**src/rtl/cash_dispenser.sv**
```systemverilog
// Note dispenser: greedy 100/50/20/10 planning against cassette stock, then one-note-at-a-time req/ack feeding.
// Optional feeder-jam timeout enabled by defining CASH_DISPENSER_JAM_TIMEOUT_EN.
//
// state    | meaning
// S_IDLE   | waiting for a withdraw request or refill
// S_PLAN   | one denomination per cycle, 100 first
// S_CHECK  | accept the plan or refuse the request
// S_FEED   | pick the next planned note
// S_WAIT_ACK | note_req high, waiting for the feeder
// S_JAM    | feeder timed out, waiting for refill
module cash_dispenser #(
   parameter int AMT_W       = 16,
   parameter int CNT_W       = 8,
   parameter int INIT_NOTES  = 10,
   parameter int LOW_MARK    = 3,
   parameter int ACK_TIMEOUT = 15
) (
   input  logic             i_clk,
   input  logic             i_reset,
   input  logic             i_dispense_req,
   input  logic [AMT_W-1:0] i_amount,
   input  logic             i_refill,
   input  logic             i_note_ack,
   output logic             o_note_req,
   output logic [1:0]       o_note_sel,
   output logic             o_busy,
   output logic             o_done,
   output logic             o_reject,
   output logic             o_jam,
   output logic [AMT_W-1:0] o_dispensed,
   output logic [3:0]       o_low_stock
);

   typedef enum logic [2:0] {
      S_IDLE, S_PLAN, S_CHECK, S_FEED, S_WAIT_ACK, S_JAM
   } state_t;

   state_t           r_state, w_state_nxt;
   logic [AMT_W-1:0] r_rem;
   logic             r_amt_zero;
   logic [1:0]       r_idx;
   logic [CNT_W-1:0] r_n   [4];
   logic [CNT_W-1:0] r_cnt [4];
   logic [1:0]       r_sel;
   logic [AMT_W-1:0] r_disp;
   logic             r_done;
   logic             r_reject;
   logic             r_rej_arm;

   logic [AMT_W-1:0] w_quot;
   logic [AMT_W-1:0] w_den;
   logic [AMT_W-1:0] w_cnt_ext;
   logic [AMT_W-1:0] w_take;
   logic [1:0]       w_pick;
   logic             w_more;
   logic             w_plan_bad;
   logic             w_accept, w_reload, w_plan_step, w_rej_arm, w_rej_set;
   logic             w_feed, w_ack_take, w_done_set;

`ifdef CASH_DISPENSER_JAM_TIMEOUT_EN
   localparam int TMR_W = (ACK_TIMEOUT > 1) ? $clog2(ACK_TIMEOUT) : 1;
   logic [TMR_W-1:0] r_tmr;
`endif

   function automatic logic [AMT_W-1:0] f_denom(input logic [1:0] sel);
      case (sel)
         2'd0:    f_denom = AMT_W'(100);
         2'd1:    f_denom = AMT_W'(50);
         2'd2:    f_denom = AMT_W'(20);
         default: f_denom = AMT_W'(10);
      endcase
   endfunction

   // constant divisors per step keep the divider trivial
   always_comb begin
      w_quot = '0;
      case (r_idx)
         2'd0:    w_quot = r_rem / AMT_W'(100);
         2'd1:    w_quot = r_rem / AMT_W'(50);
         2'd2:    w_quot = r_rem / AMT_W'(20);
         default: w_quot = r_rem / AMT_W'(10);
      endcase
      w_den     = f_denom(r_idx);
      w_cnt_ext = AMT_W'(r_cnt[r_idx]);
      w_take    = (w_quot < w_cnt_ext) ? w_quot : w_cnt_ext;
   end

   always_comb begin
      w_pick = 2'd3;
      for (int k = 3; k >= 0; k--) begin
         if (r_n[k] != '0) w_pick = 2'(k);
      end
   end

   always_comb begin
      w_more = 1'b0;
      for (int k = 0; k < 4; k++) begin
         if (2'(k) == r_sel) begin
            if (r_n[k] > CNT_W'(1)) w_more = 1'b1;
         end else if (r_n[k] != '0) begin
            w_more = 1'b1;
         end
      end
   end

   assign w_plan_bad = r_amt_zero || (r_rem != '0);

   always_comb begin
      w_state_nxt = r_state;
      w_accept    = 1'b0;
      w_reload    = 1'b0;
      w_plan_step = 1'b0;
      w_rej_arm   = 1'b0;
      w_rej_set   = 1'b0;
      w_feed      = 1'b0;
      w_ack_take  = 1'b0;
      w_done_set  = 1'b0;
      case (r_state)
         S_IDLE: begin
            if (i_refill) begin
               w_reload = 1'b1;
            end else if (i_dispense_req) begin
               w_accept    = 1'b1;
               w_state_nxt = S_PLAN;
            end
         end
         S_PLAN: begin
            w_plan_step = 1'b1;
            if (r_idx == 2'd3) w_state_nxt = S_CHECK;
         end
         S_CHECK: begin
            // refusal takes one extra cycle so it lands with the same latency as a first note
            if (!w_plan_bad) begin
               w_state_nxt = S_FEED;
            end else if (r_rej_arm) begin
               w_rej_set   = 1'b1;
               w_state_nxt = S_IDLE;
            end else begin
               w_rej_arm = 1'b1;
            end
         end
         S_FEED: begin
            w_feed      = 1'b1;
            w_state_nxt = S_WAIT_ACK;
         end
         S_WAIT_ACK: begin
            if (i_note_ack) begin
               w_ack_take = 1'b1;
               if (w_more) begin
                  w_state_nxt = S_FEED;
               end else begin
                  w_done_set  = 1'b1;
                  w_state_nxt = S_IDLE;
               end
            end
`ifdef CASH_DISPENSER_JAM_TIMEOUT_EN
            else if (r_tmr == '0) begin
               w_state_nxt = S_JAM;
            end
`endif
         end
         S_JAM: begin
`ifdef CASH_DISPENSER_JAM_TIMEOUT_EN
            if (i_refill) begin
               w_reload    = 1'b1;
               w_state_nxt = S_IDLE;
            end else if (i_dispense_req) begin
               w_rej_set = 1'b1;
            end
`else
            w_state_nxt = S_IDLE;
`endif
         end
         default: w_state_nxt = S_IDLE;
      endcase
   end

   always_ff @(posedge i_clk or posedge i_reset) begin
      if (i_reset) r_state <= S_IDLE;
      else         r_state <= w_state_nxt;
   end

   always_ff @(posedge i_clk or posedge i_reset) begin
      if (i_reset) begin
         r_rem      <= '0;
         r_amt_zero <= 1'b0;
         r_idx      <= '0;
         r_sel      <= '0;
         r_disp     <= '0;
         r_done     <= 1'b0;
         r_reject   <= 1'b0;
         r_rej_arm  <= 1'b0;
         for (int k = 0; k < 4; k++) begin
            r_n[k]   <= '0;
            r_cnt[k] <= CNT_W'(INIT_NOTES);
         end
      end else begin
         r_done   <= w_done_set;
         r_reject <= w_rej_set;
         if (w_reload) begin
            for (int k = 0; k < 4; k++) r_cnt[k] <= CNT_W'(INIT_NOTES);
         end
         if (w_accept) begin
            r_rem      <= i_amount;
            r_amt_zero <= (i_amount == '0);
            r_idx      <= '0;
            r_disp     <= '0;
            r_rej_arm  <= 1'b0;
         end
         if (w_plan_step) begin
            r_n[r_idx] <= CNT_W'(w_take);
            r_rem      <= r_rem - w_take * w_den;
            r_idx      <= r_idx + 2'd1;
         end
         if (w_rej_arm) r_rej_arm <= 1'b1;
         if (w_feed)    r_sel     <= w_pick;
         if (w_ack_take) begin
            r_cnt[r_sel] <= r_cnt[r_sel] - CNT_W'(1);
            r_n[r_sel]   <= r_n[r_sel] - CNT_W'(1);
            r_disp       <= r_disp + f_denom(r_sel);
         end
      end
   end

`ifdef CASH_DISPENSER_JAM_TIMEOUT_EN
   // down-counter: reaching zero with no ack means ACK_TIMEOUT unacknowledged cycles
   always_ff @(posedge i_clk or posedge i_reset) begin
      if (i_reset) begin
         r_tmr <= '0;
      end else if (w_feed) begin
         r_tmr <= TMR_W'(ACK_TIMEOUT - 1);
      end else if (r_state == S_WAIT_ACK && !i_note_ack && r_tmr != '0) begin
         r_tmr <= r_tmr - TMR_W'(1);
      end
   end
   assign o_jam = (r_state == S_JAM);
`else
   assign o_jam = 1'b0;
`endif

   assign o_note_req  = (r_state == S_WAIT_ACK);
   assign o_note_sel  = r_sel;
   assign o_busy      = (r_state == S_PLAN) || (r_state == S_CHECK) ||
                        (r_state == S_FEED) || (r_state == S_WAIT_ACK);
   assign o_done      = r_done;
   assign o_reject    = r_reject;
   assign o_dispensed = r_disp;

   always_comb begin
      o_low_stock = '0;
      for (int k = 0; k < 4; k++) begin
         o_low_stock[k] = (r_cnt[k] < CNT_W'(LOW_MARK));
      end
   end

endmodule

```
**config.mk**
```make
export PLATFORM = sky130hd
export DESIGN_NAME = cash_dispenser
export DESIGN_NICKNAME = d
export VERILOG_FILES = /design/src/rtl/cash_dispenser.sv
export SDC_FILE = /design/constraint.sdc
export NUM_CORES = 1
export LEC_CHECK = 0
export ABC_AREA = 1
export CORE_ASPECT_RATIO = 0.5
export CORE_MARGIN = 2
export CORE_UTILIZATION = 54
export DETAILED_ROUTE_END_ITERATION = 10
export GPL_ROUTABILITY_DRIVEN = 0
export HOLD_SLACK_MARGIN = 0.1
export PLACE_DENSITY = 0.72
export SLEW_MARGIN = 20
export SYNTH_ARGS = -nofsm -noshare
export SYNTH_HDL_FRONTEND = slang
export SYNTH_SLANG_ARGS = --single-unit
```
**constraint.sdc**
```tcl
create_clock -name i_clk -period 48 [get_ports i_clk]
set_input_delay 9.6 -clock i_clk [delete_from_list [all_inputs] [get_ports i_clk]]
set_output_delay 9.6 -clock i_clk [all_outputs]
set_load 0.01 [all_outputs]
```
# Yosys cells after proc, flatten, opt, wreduce, memory -nomap -nowiden
# Index checks and enable logic that the tools add are counted.
[totals]
n_memories = 0
rom_bits = 0
mem_bits_rw = 0
latch_bits = 0
output_inout_bits = 27
ff_bits = 107
in_bits = 21
wordCells = 152
[op_classes]
n_lt_le_gt_ge = 13
addsub = 5
muxes = 74
multipliers = 1
shifts = 0
bitwise = 2
n_eq_ne = 17
div_mod_pow = 4
n_reduce_logical = 19
[op_table]
columns = ["cell", "count"]
rows = [
  ["$mux 32", 4],
  ["$bwmux 32", 3],
  ["$mux 16", 6],
  ["$mux 8", 8],
  ["$bmux 8 s2", 3],
  ["$pmux 16 s3", 1],
  ["$pmux 7 s3", 2],
  ["$mux 1", 33],
  ["$demux 8 s2", 2],
  ["$gt 8x1->1 const B", 4],
  ["$lt 8x2->1 const B", 4],
  ["$reduce_bool 8->1", 4],
  ["$mux 3", 6],
  ["$add 16x16->16", 1],
  ["$div 16x4->16 const B", 1],
  ["$div 16x5->16 const B", 1],
  ["$div 16x6->16 const B", 1],
  ["$div 16x7->16 const B", 1],
  ["$logic_not 16->1", 1],
  ["$lt 16x8->1", 1],
  ["$mul 16x16->16", 1],
  ["$reduce_bool 16->1", 1],
  ["$sub 16x16->16", 1],
  ["$sub 8x1->8 const B", 2],
  ["other kinds (21)", 43],
]

# Logic depth before layout (Yosys ltp)
# Gate-level depths: netlist of the first run.
[logic_depth]
word_depth = 12
ltp_mapped = 219
mapped_depth_nobuf = 210

# Least setup slack after synthesis of the first run
# No wires, ideal clock.
[synth_timing]
kind = "register -> register"
from = "register r_idx[1]"
to = "register r_rem[15]"
period_less_slack_ns = 27.916
arrival_time_ns = 27.783
path_stages_with_launch = 209
setup_time_ns = 0.134
required_time_ns = 47.866
setup_slack_ns = 20.084
path_buffers = 9
path_cell_list = "dfrtp_1 -> clkinv_1 -> clkbuf_1 -> ha_1 -> nor2_1 -> ha_1 -> inv_1 -> o21ai_1 -> inv_1 -> ha_1 -> o21ai_1 -> nand2_1 -> nand2_1 -> nand2_1 -> and2_1 -> ha_1 -> nand2_1 -> nand3_1 -> [173 not listed] -> o21ai_0 -> nand2_1 -> a21oi_1 -> o21bai_1 -> nand2_1 -> inv_1 -> o21ai_0 -> nand2_1 -> nand2_1 -> inv_1 -> nor2_1 -> inv_1 -> a21oi_1 -> o21ai_0 -> a21oi_1 -> xor2_1 -> o21ai_0 -> o21ai_0"
[synth_via]
elab_chain_cells = 9
word_cells_on_any_way = 14
cone_classes = "add/sub: 1; mul: 1; order compare: 1; eq/ne: 2; mux: 7; bitwise: 1; reduce/logical: 1"
[synth_rtl]
columns = ["item", "line", "text"]
rows = [
  ["start: declaration", "41", "logic [1:0] r_idx;"],
  ["start signal: assignment", "213", "r_idx <= r_idx + 2'd1;"],
  ["$not 2->3 (not written as such)", "84", "w_cnt_ext = AMT_W'(r_cnt[r_idx]);"],
  ["$bmux 8 s2", "84", ""],
  ["$mux 8 (not written as such) (2 in a row)", "84", ""],
  ["$lt 16x8->1", "85", "w_take = (w_quot < w_cnt_ext) ? w_quot : w_cnt_ext;"],
  ["$mux 16", "85", ""],
  ["$mul 16x16->16 *", "212", "r_rem <= r_rem - w_take * w_den;"],
  ["$sub 16x16->16 *", "212", ""],
  ["$mux 16 *", "210", "if (w_plan_step) begin"],
  ["end signal: assignment", "204", "r_rem <= i_amount;"],
  ["end signal: assignment", "212", ""],
  ["end: declaration", "39", "logic [AMT_W-1:0] r_rem;"],
]
# Every way passes the cells marked *; elsewhere a longest branch is shown, timed or not. The select of a mux whose other input is x is not followed.
# A chain may end at the register's enable or synchronous reset.

# Worst setup path in the final report of the first run
[layout_timing]
from = "register r_idx[0]"
to = "register r_rem[15]"
# Same word-level chain as after synthesis.

==> summary.txt, run 1 <==
Area leader, netlist: dfrtp_1
Most used DFF post-synth: dfrtp_1
Placeable Area: 25100 um2
TNS Setup: 0 ns
Dpl cell area: 14500 um2
Crit. End Element: register
Largest net degree at the start of global routing: 63
RSZ-0062 raised after global routing: false
Crit. Startpoint: r_idx[0]
Count of state elements after synthesis: 106
Layout cells sized above 1: 0.0662
Area grow syn2layout: 7.83%
FF-to-FF path depth: 198
Crit path top cell by count: nand2_1
First-pass GRT wire length: 61200 um
Cts hold-fix bufs: 0
Layout Nets: 2245
Most frequent cells in the layout: 405 x nand2_1, 365 x inv_1, 150 x nor2_1
Post-route cell area: 14800 um2
Crit path largest cell delay: 1.00 ns
Arr. time, crit path: 31.98 ns
Relative slew slack: 0.245
Status: finished, final reports clean
Ys Warns: 0
Die area: 26900 um2
Crit Path Max Fanout: 31
Setup violators final: 0
Min-delay src: r_rej_arm
DRC errors left: 0
DR WL met2: 16200 um
Req. time, crit path: 48.24 ns
Overflow after GRT: 0
IO Pins: 48
Utilization after layout: 0.591
N_diodes: 0
Metal3 WL: 2630 um
Total number of vias: 13061
Via density: 5.48
Wire length on met1: 18100 um
Cell row count: 41
Ys async rst share: 1.00
Die height: 117 um
Syn avg cell area: 6.84 um2
Synthesized area: 13800 um2
Post-synthesis sequential area ratio: 0.193
Sink Count: 106
Max Cap Viol: 0
Number of global-route vias before repair: 12101
Chip width: 230 um
WHS Path Cells: 2
Hold Path End: o_reject
Clk slew on worst S/H paths: 0.08 ns
Mapped Cells: 2012
Overall routed net length: 37500 um
Fin. Hold Viols: 0
Starting Density: 0.548
Post-synth EDFFs: 0
R2R Setup Slk: 16.26 ns
Max layer used: met4
Hold Worst Slack: 0.531 ns
TritonCTS clock tree: yes
Reg2Reg Launch Point: r_idx[0]
Num CTS Buffers: 9
Crit path launch type: register
# port buffers: 45
Fin. max-slew vios: 0
Remaining antenna violation count: 0
Crit path time final: 31.74 ns
Fin Clk Skew: 0.0112 ns
Post-CTS Resized: 0
Largest cells by area after synthesis: dfrtp_1 18%, ha_1 12%, nand2_1 11%, inv_1 10%, fa_1 7.7%
Root Driver: clkbuf_16
Most common cell after layout, fill and taps aside: nand2_1
Fmax: 31.5 MHz
Synth cell types: 62
Drt first pass iters: 7
Fill cells: 2396
Critical path's slowest cell: dfrtp_1
Setup CP Type: reg -> reg
HP Class: reg -> reg
Insertion delay to the later sink of the worst-skew pair: 0.37 ns
CTS max path bufs: 2
Post-synth top area share: 0.178
Initial antenna violation count: 0
Half-perimeter wire length after placement: 28900 um
Reg2reg end: r_rem[15]
Worst Max-Slew Pin Slew: 1.13 ns
Gr usage total: 0.286
H-tree depth: 3
Post-CTS Setup Bufs: 0
DR WL/cell: 15.7 um
Initial drt markers: 1114
Fin crit share: 0.661
## cell usage after synthesis, types with 31 or more instances
library cell,count
a21oi_1,98
clkbuf_1,52
dfrtp_1,98
fa_1,53
ha_1,136
inv_1,366
nand2_1,405
nand3_1,125
nand4_1,31
nor2_1,151
o21ai_0,149
xor2_1,45
## area by class of cell
class                      count  area, um2  share of cell area
inverter                     382       1440              0.0967
timing repair buffer          55        526              0.0354
clock buffer                  10        229              0.0154
clock inverter                 6       73.8             0.00497
sequential                   106       2660               0.179
multi-input combinational   1481       9490               0.639
tap                          344        430              0.0290
## logic make-up (layout without fill, tap and decap cells)
logic type | after synthesis | in the layout | synth area share
xor+xnor | 70 | 70 | 0.0445
other cells | 2 | 23 | 0.000545
buf+inv | 446 | 453 | 0.124
compound gates | 358 | 358 | 0.149
flops | 106 | 106 | 0.193
fa+ha+maj | 189 | 189 | 0.201
simple gates | 840 | 840 | 0.287
mux | 1 | 1 | 0.000818
## worst max-delay path by stage
stage | endpoint | cells after the start
6_report | r_rem[15] | 198
5_1_grt | r_rem[15] | 199
4_1_cts | r_rem[15] | 198
3_5_place_dp | r_rem[15] | 198
3_3_place_gp | r_rem[15] | 197
2_1_floorplan | r_rem[15] | 208
## sequential cells by signal (all words and copies together) (netlist names)
name	count
r_amt_zero	1
o_done	1
r_rem	16
o_reject	1
r_rej_arm	1
r_state	3
r_n	32
o_dispensed	15
r_idx	2
o_note_sel	2
r_cnt	32
## critical path, delay by kind of cell, from the launching register on
family | cells | cell delay, ns
simple gates | 94 | 10.81
compound gates | 55 | 8.80
fa+ha+maj | 20 | 7.54
buf+inv | 28 | 3.28
flops | 1 | 1.00
xor+xnor | 1 | 0.08
## routing by layer
| layer | vias up | track usage |
|---|---|---|
| met3 | 52 | 0.0383 |
| li1 | 6534 | - |
| met4 | 0 | 0.0692 |
| met1 | 6064 | 0.409 |
| met2 | 411 | 0.463 |
| met5 | - | 0 |
## metrics by stage
| stage | worst slack [ns] | std cells |
|---|---|---|
| 2_1_floorplan | 20.08 | 2033 |
| 3_5_place_dp | 16.70 | 2368 |
| 4_1_cts | 16.54 | 2384 |
| 5_1_grt | 12.86 | 2384 |
| 6_report | 16.26 | 2384 |
| 3_3_place_gp | 17.82 | 2368 |
Power of run 1 is not shown: default switching activity piles up to over one toggle a cycle in this logic, so the estimate is an artifact.
==> inputs of run 2 (changes only) <==
- clock period: 48 -> 32.5 ns (I/O delays scaled with it)
==> run 2 against run 1 <==
Against the previous run: final area is 1.6% higher; critical endpoint unchanged; clock skew down 0.0022 ns; non-clock buffer count up 20; flip-flop and latch count is the same; register-to-register slack got worse by 13 ns; core utilization up 0.97 points; clock-buffer cell count grew 1; via count up 0.96%; critical path depth is 3 higher; first-iteration DRC count fell by 0.18%.
==> summary.txt, run 2 (same netlist as run 1, synthesis figures left out) <==
Crit path largest cell delay: 0.57 ns (-0.43 ns)
Fin. Hold Viols: 0 (unchanged)
H-tree depth: 3 (unchanged)
Num CTS Buffers: 9 (unchanged)
TritonCTS clock tree: yes
Root Driver: clkbuf_16
Initial drt markers: 1112 (-0.18%)
Sink Count: 106 (unchanged)
Req. time, crit path: 32.74 ns (-15.50 ns)
Clk slew on worst S/H paths: 0.08 ns (about the same)
Area grow syn2layout: 9.60%
HP Class: reg -> reg
Layout Nets: 2266 (+0.94%)
Fin Clk Skew: 0.00908 ns (-0.00215 ns)
FF-to-FF path depth: 201 (+1.5%)
Relative slew slack: 0.237 (-0.00835)
Setup violators final: 0 (unchanged)
IO Pins: 48 (unchanged)
TNS Setup: 0 ns (unchanged)
Chip width: 230 um (unchanged)
Total number of vias: 13187 (+0.96%)
Gr usage total: 0.286 (+0.000539)
CTS max path bufs: 2 (unchanged)
Crit path top cell by count: nand2_1
Crit. End Element: register
Most common cell after layout, fill and taps aside: nand2_1
Fin. max-slew vios: 0 (unchanged)
Arr. time, crit path: 29.78 ns (-2.20 ns)
Die area: 26900 um2 (unchanged)
Fmax: 33.8 MHz (+7.4%)
Crit path launch type: register
Die height: 117 um (unchanged)
Initial antenna violation count: 1 (+1)
Crit path time final: 29.54 ns (-2.20 ns)
Hold Worst Slack: 0.536 ns (+0.00472 ns)
Number of global-route vias before repair: 12190 (+0.74%)
Critical path's slowest cell: fa_1
Drt first pass iters: 5 (-2)
Layout cells sized above 1: 0.0810 (+0.0149)
Multi-input gate area: 9550 um2 (+0.65%)
Overall routed net length: 38200 um (+1.9%)
First-pass GRT wire length: 61400 um (+0.25%)
Starting Density: 0.548 (unchanged)
Post-Layout Cell Count: 2406 (+0.92%)
Placed insts: 2368 (unchanged)
Remaining antenna violation count: 0 (unchanged)
Worst Max-Slew Pin Slew: 1.14 ns (+0.0125 ns)
DR WL/cell: 15.9 um (+0.96%)
DRC errors left: 0 (unchanged)
Fin crit share: 0.909 (+0.248)
# port buffers: 45 (unchanged)
Max Cap Viol: 0 (unchanged)
Largest net degree at the start of global routing: 63 (unchanged)
Cell row count: 41 (unchanged)
Insertion delay to the later sink of the worst-skew pair: 0.38 ns (about the same)
Setup CP Type: reg -> reg
Overflow after GRT: 0 (unchanged)
Crit Path Max Fanout: 19 (-39%)
Largest registers: r_cnt x32, r_n x32, r_rem x16
Most frequent cells in the layout: 405 x nand2_1, 364 x inv_1, 150 x nor2_1
Fill cells: 2392 (-0.17%)
Status: finished, final reports clean
FF+latch area: 2670 um2 (+0.19%)
Placeable Area: 25100 um2 (unchanged)
Via density: 5.48 (about the same)
Half-perimeter wire length after placement: 28800 um (-0.29%)
WHS Path Cells: 1 (-1)
==> run 2: changes by cell type in the layout (fill, tap and decap cells not counted), moves of 2 or more <==
cell / delta
dfrtp_1: -2
a21oi_1: -3
inv_4: +2
clkinvlp_4: +3
inv_2: -2
ha_1: -2
inv_8: -2
nand2_2: -2
a21oi_2: +3
buf_6: +2
buf_4: +18
clkinv_1: -2
==> run 2: area by class of cell <==
| cell class | instances | share of cell area |
|---|---|---|
| multi-input combinational | 1482 | 0.633 |
| sequential | 106 | 0.177 |
| inverter | 382 | 0.0963 |
| timing repair buffer | 75 | 0.0453 |
| tap | 344 | 0.0285 |
| clock buffer | 11 | 0.0161 |
| clock inverter | 5 | 0.00398 |
| antenna | 1 | 0.000166 |
==> run 2: worst max-delay path, delay by kind of cell (launching register included) <==
| kind | cells | cell delay, ns |
|---|---|---|
| buffers and inverters | 32 | 3.18 |
| flip-flops | 1 | 0.48 |
| XOR/XNOR | 1 | 0.08 |
| AND/OR/NAND/NOR | 94 | 10.36 |
| adder cells (fa/ha/maj) | 21 | 7.18 |
| AO/OA/AOI/OAI | 53 | 8.12 |
==> run 2: what timing repair did <==
item	CTS	global route
setup endpoints to repair	0	12
gates resized for setup	0	21
setup buffers	0	20
hold buffers	0	0
==> run 2: final timing paths <==
check,start,endpoint,slack [ns]
worst min register to register,o_dispensed[14],o_dispensed[14],0.54
worst max-delay path,r_idx[1],r_rem[15],2.96
max in group asynchronous,i_reset,r_n[2],24.72
min in group asynchronous,i_reset,o_dispensed[6],6.55
worst min-delay path,o_dispensed[14],o_dispensed[14],0.54
worst max register to register,r_idx[1],r_rem[15],2.96
==> run 2: routing by layer <==
layer	track usage	vias up	wire length, um	share of wire
met5	0	-	0	0
met4	0.0916	0	992	0.026
met3	0.0429	70	2840	0.074
met2	0.459	467	16300	0.43
met1	0.403	6077	18100	0.47
li1	-	6573	-	-
==> run 2: per-stage QoR <==
stage	cell area, um2	utilization	setup WS, ns
6_report	15100	0.600	2.96
5_1_grt	15100	0.600	-0.0618
4_1_cts	14800	0.591	1.12
3_5_place_dp	14500	0.579	1.29
3_3_place_gp	14500	0.579	2.32
2_1_floorplan	13800	-	4.58
Power of run 2 is left out for the same reason.
==> inputs of run 3 (changes only) <==
- CELL_PAD_IN_SITES_DETAIL_PLACEMENT: default -> 0
- CELL_PAD_IN_SITES_GLOBAL_PLACEMENT: default -> 1
- CORE_UTILIZATION: 54 -> 47
- PLACE_DENSITY: 0.72 -> default
- PLACE_DENSITY_LB_ADDON: default -> 0.1
==> run 3 against run 2 <==
Against the previous run: flip-flop and latch count is the same; clock-buffer cell count shrank 1; worst hold slack got worse by 0.0037 ns; critical path depth up 4; routed wire length up 5.6%; via count fell by 1.6%; worst setup slack gained 0.053 ns; final area increased by 0.84%; clock skew fell by 0.0010 ns; register-to-register slack gained 0.05 ns.
==> summary.txt, run 3 (same netlist as run 1, synthesis figures left out) <==
Post-Layout Cell Count: 2460 (+2.2%)
Crit path top cell by count: nand2_1
Insertion delay to the later sink of the worst-skew pair: 0.37 ns (about the same)
Gr usage total: 0.265 (-0.0213)
Most common cell after layout, fill and taps aside: nand2_1
Remaining antenna violation count: 0 (unchanged)
Fin crit share: 0.907 (-0.00162)
CTS max path bufs: 2 (unchanged)
Num CTS Buffers: 9 (unchanged)
Via density: 5.28 (-3.7%)
N_diodes: 0 (-1)
Number of global-route vias before repair: 12054 (-1.1%)
Worst Max-Slew Pin Slew: 1.09 ns (-0.0539 ns)
Sink Count: 106 (unchanged)
Multi-input gate area: 9550 um2 (about the same)
Final setup margin: 3.01 ns (+0.0525 ns)
Clk slew on worst S/H paths: 0.08 ns (about the same)
Cell row count: 44 (+7.3%)
Chip width: 246 um (+7.1%)
Total number of vias: 12981 (-1.6%)
Area grow syn2layout: 10.5%
FF-to-FF path depth: 205 (+2.0%)
Relative slew slack: 0.273 (+0.0361)
Crit Path Max Fanout: 19 (unchanged)
Drt first pass iters: 5 (unchanged)
Hold Path End: o_dispensed[14]
Crit. End Element: register
First-pass GRT wire length: 64500 um (+5.0%)
Fin. max-slew vios: 0 (unchanged)
Pre-CTS setup slack: 1.44 ns (+0.146 ns)
FF+latch area: 2660 um2 (-0.14%)
Half-perimeter wire length after placement: 30900 um (+7.3%)
# port buffers: 45 (unchanged)
Req. time, crit path: 32.73 ns (about the same)
Largest net degree at the start of global routing: 63 (unchanged)
H-tree depth: 3 (unchanged)
R2R Setup Slk: 3.01 ns (+0.05 ns)
Fill cells: 2957 (+24%)
Fin. Hold Viols: 0 (unchanged)
Reg2Reg Launch Point: r_idx[1]
DRC errors left: 0 (unchanged)
Min-delay src: o_dispensed[14]
Crit path launch type: register
Placed insts: 2420 (+2.2%)
Setup violators final: 0 (unchanged)
Setup CP Type: reg -> reg
TNS Setup: 0 ns (unchanged)
Die area: 30800 um2 (+14%)
Initial antenna violation count: 0 (-1)
Cts hold-fix bufs: 0 (unchanged)
Placeable Area: 28900 um2 (+15%)
Layout Nets: 2274 (+0.35%)
Most frequent cells in the layout: 404 x nand2_1, 364 x inv_1, 148 x nor2_1, 148 x o21ai_0, 134 x ha_1
Die height: 125 um (+6.9%)
Root Driver: clkbuf_16
Crit path largest cell delay: 0.54 ns (-0.03 ns)
WHS Path Cells: 1 (unchanged)
IO Pins: 48 (unchanged)
Reg2reg end: r_rem[15]
Fmax: 33.9 MHz (+0.18%)
Largest registers: r_cnt x32, r_n x32, r_rem x16
DR WL/cell: 16.4 um (+3.3%)
Status: finished, final reports clean
Arr. time, crit path: 29.72 ns (-0.06 ns)
Max Cap Viol: 0 (unchanged)
Critical path's slowest cell: fa_1
HP Class: reg -> reg
TritonCTS clock tree: yes
Fin Clk Skew: 0.00806 ns (-0.00102 ns)
Crit path time final: 29.49 ns (-0.0525 ns)
Overflow after GRT: 0 (unchanged)
Initial drt markers: 1018 (-8.5%)
Overall routed net length: 40400 um (+5.6%)
Starting Density: 0.476 (-0.0714)
Layout cells sized above 1: 0.0860 (+0.00500)
## run 3: worst max-delay path by stage
stage | startpoint | endpoint | slack [ns] | depth (start not counted)
finish | r_idx[1] | r_rem[15] | 3.01 | 205
CTS | r_idx[0] | r_rem[15] | 1.30 | 198
global route | r_idx[1] | r_rem[15] | -0.08 | 205
detailed placement | r_idx[0] | r_rem[15] | 1.44 | 198
floorplan | r_idx[1] | r_rem[15] | 4.58 | 208
global placement | r_idx[0] | r_rem[14] | 2.18 | 197
## run 3: what timing repair did
| action | CTS | global route |
|---|---|---|
| setup endpoints to repair | 0 | 11 |
| gates resized for setup | 0 | 22 |
| setup buffers | 0 | 24 |
## run 3: cell type report
class | count | share of cell area
flip-flops and latches | 106 | 0.175
repair buffers | 84 | 0.0493
clock inverters | 6 | 0.00477
multi-input cells | 1481 | 0.627
clock buffers | 10 | 0.0157
well taps | 391 | 0.0321
inverters | 382 | 0.0956
## run 3: stage by stage
stage                     utilization  cell area, um2  hold slack (ns)
after floorplan                     -           13800            0.469
after global placement          0.507           14600            0.518
after detailed placement        0.507           14600            0.519
after CTS                       0.518           15000            0.529
after global routing            0.526           15200            0.572
final                           0.526           15200            0.532
## run 3: metal layers
metal / vias to the layer above / part of all wire / wire [um] / GRT usage
met5: - / 0 / 0 / 0
met4: 0 / 0.013 / 531 / 0.0496
met2: 335 / 0.42 / 17100 / 0.400
met3: 41 / 0.062 / 2520 / 0.0464
li1: 6580 / - / - / -
met1: 6025 / 0.50 / 20200 / 0.397
## run 3: worst max-delay path: cells and delay by family (launching register included)
kind | cells | cell delay [ns]
AND/OR/NAND/NOR | 98 | 10.37
AO/OA/AOI/OAI | 54 | 8.32
adder cells (fa/ha/maj) | 21 | 7.06
buffers and inverters | 31 | 2.93
flip-flops | 1 | 0.51
XOR/XNOR | 1 | 0.08
Power of run 3 is left out for the same reason.
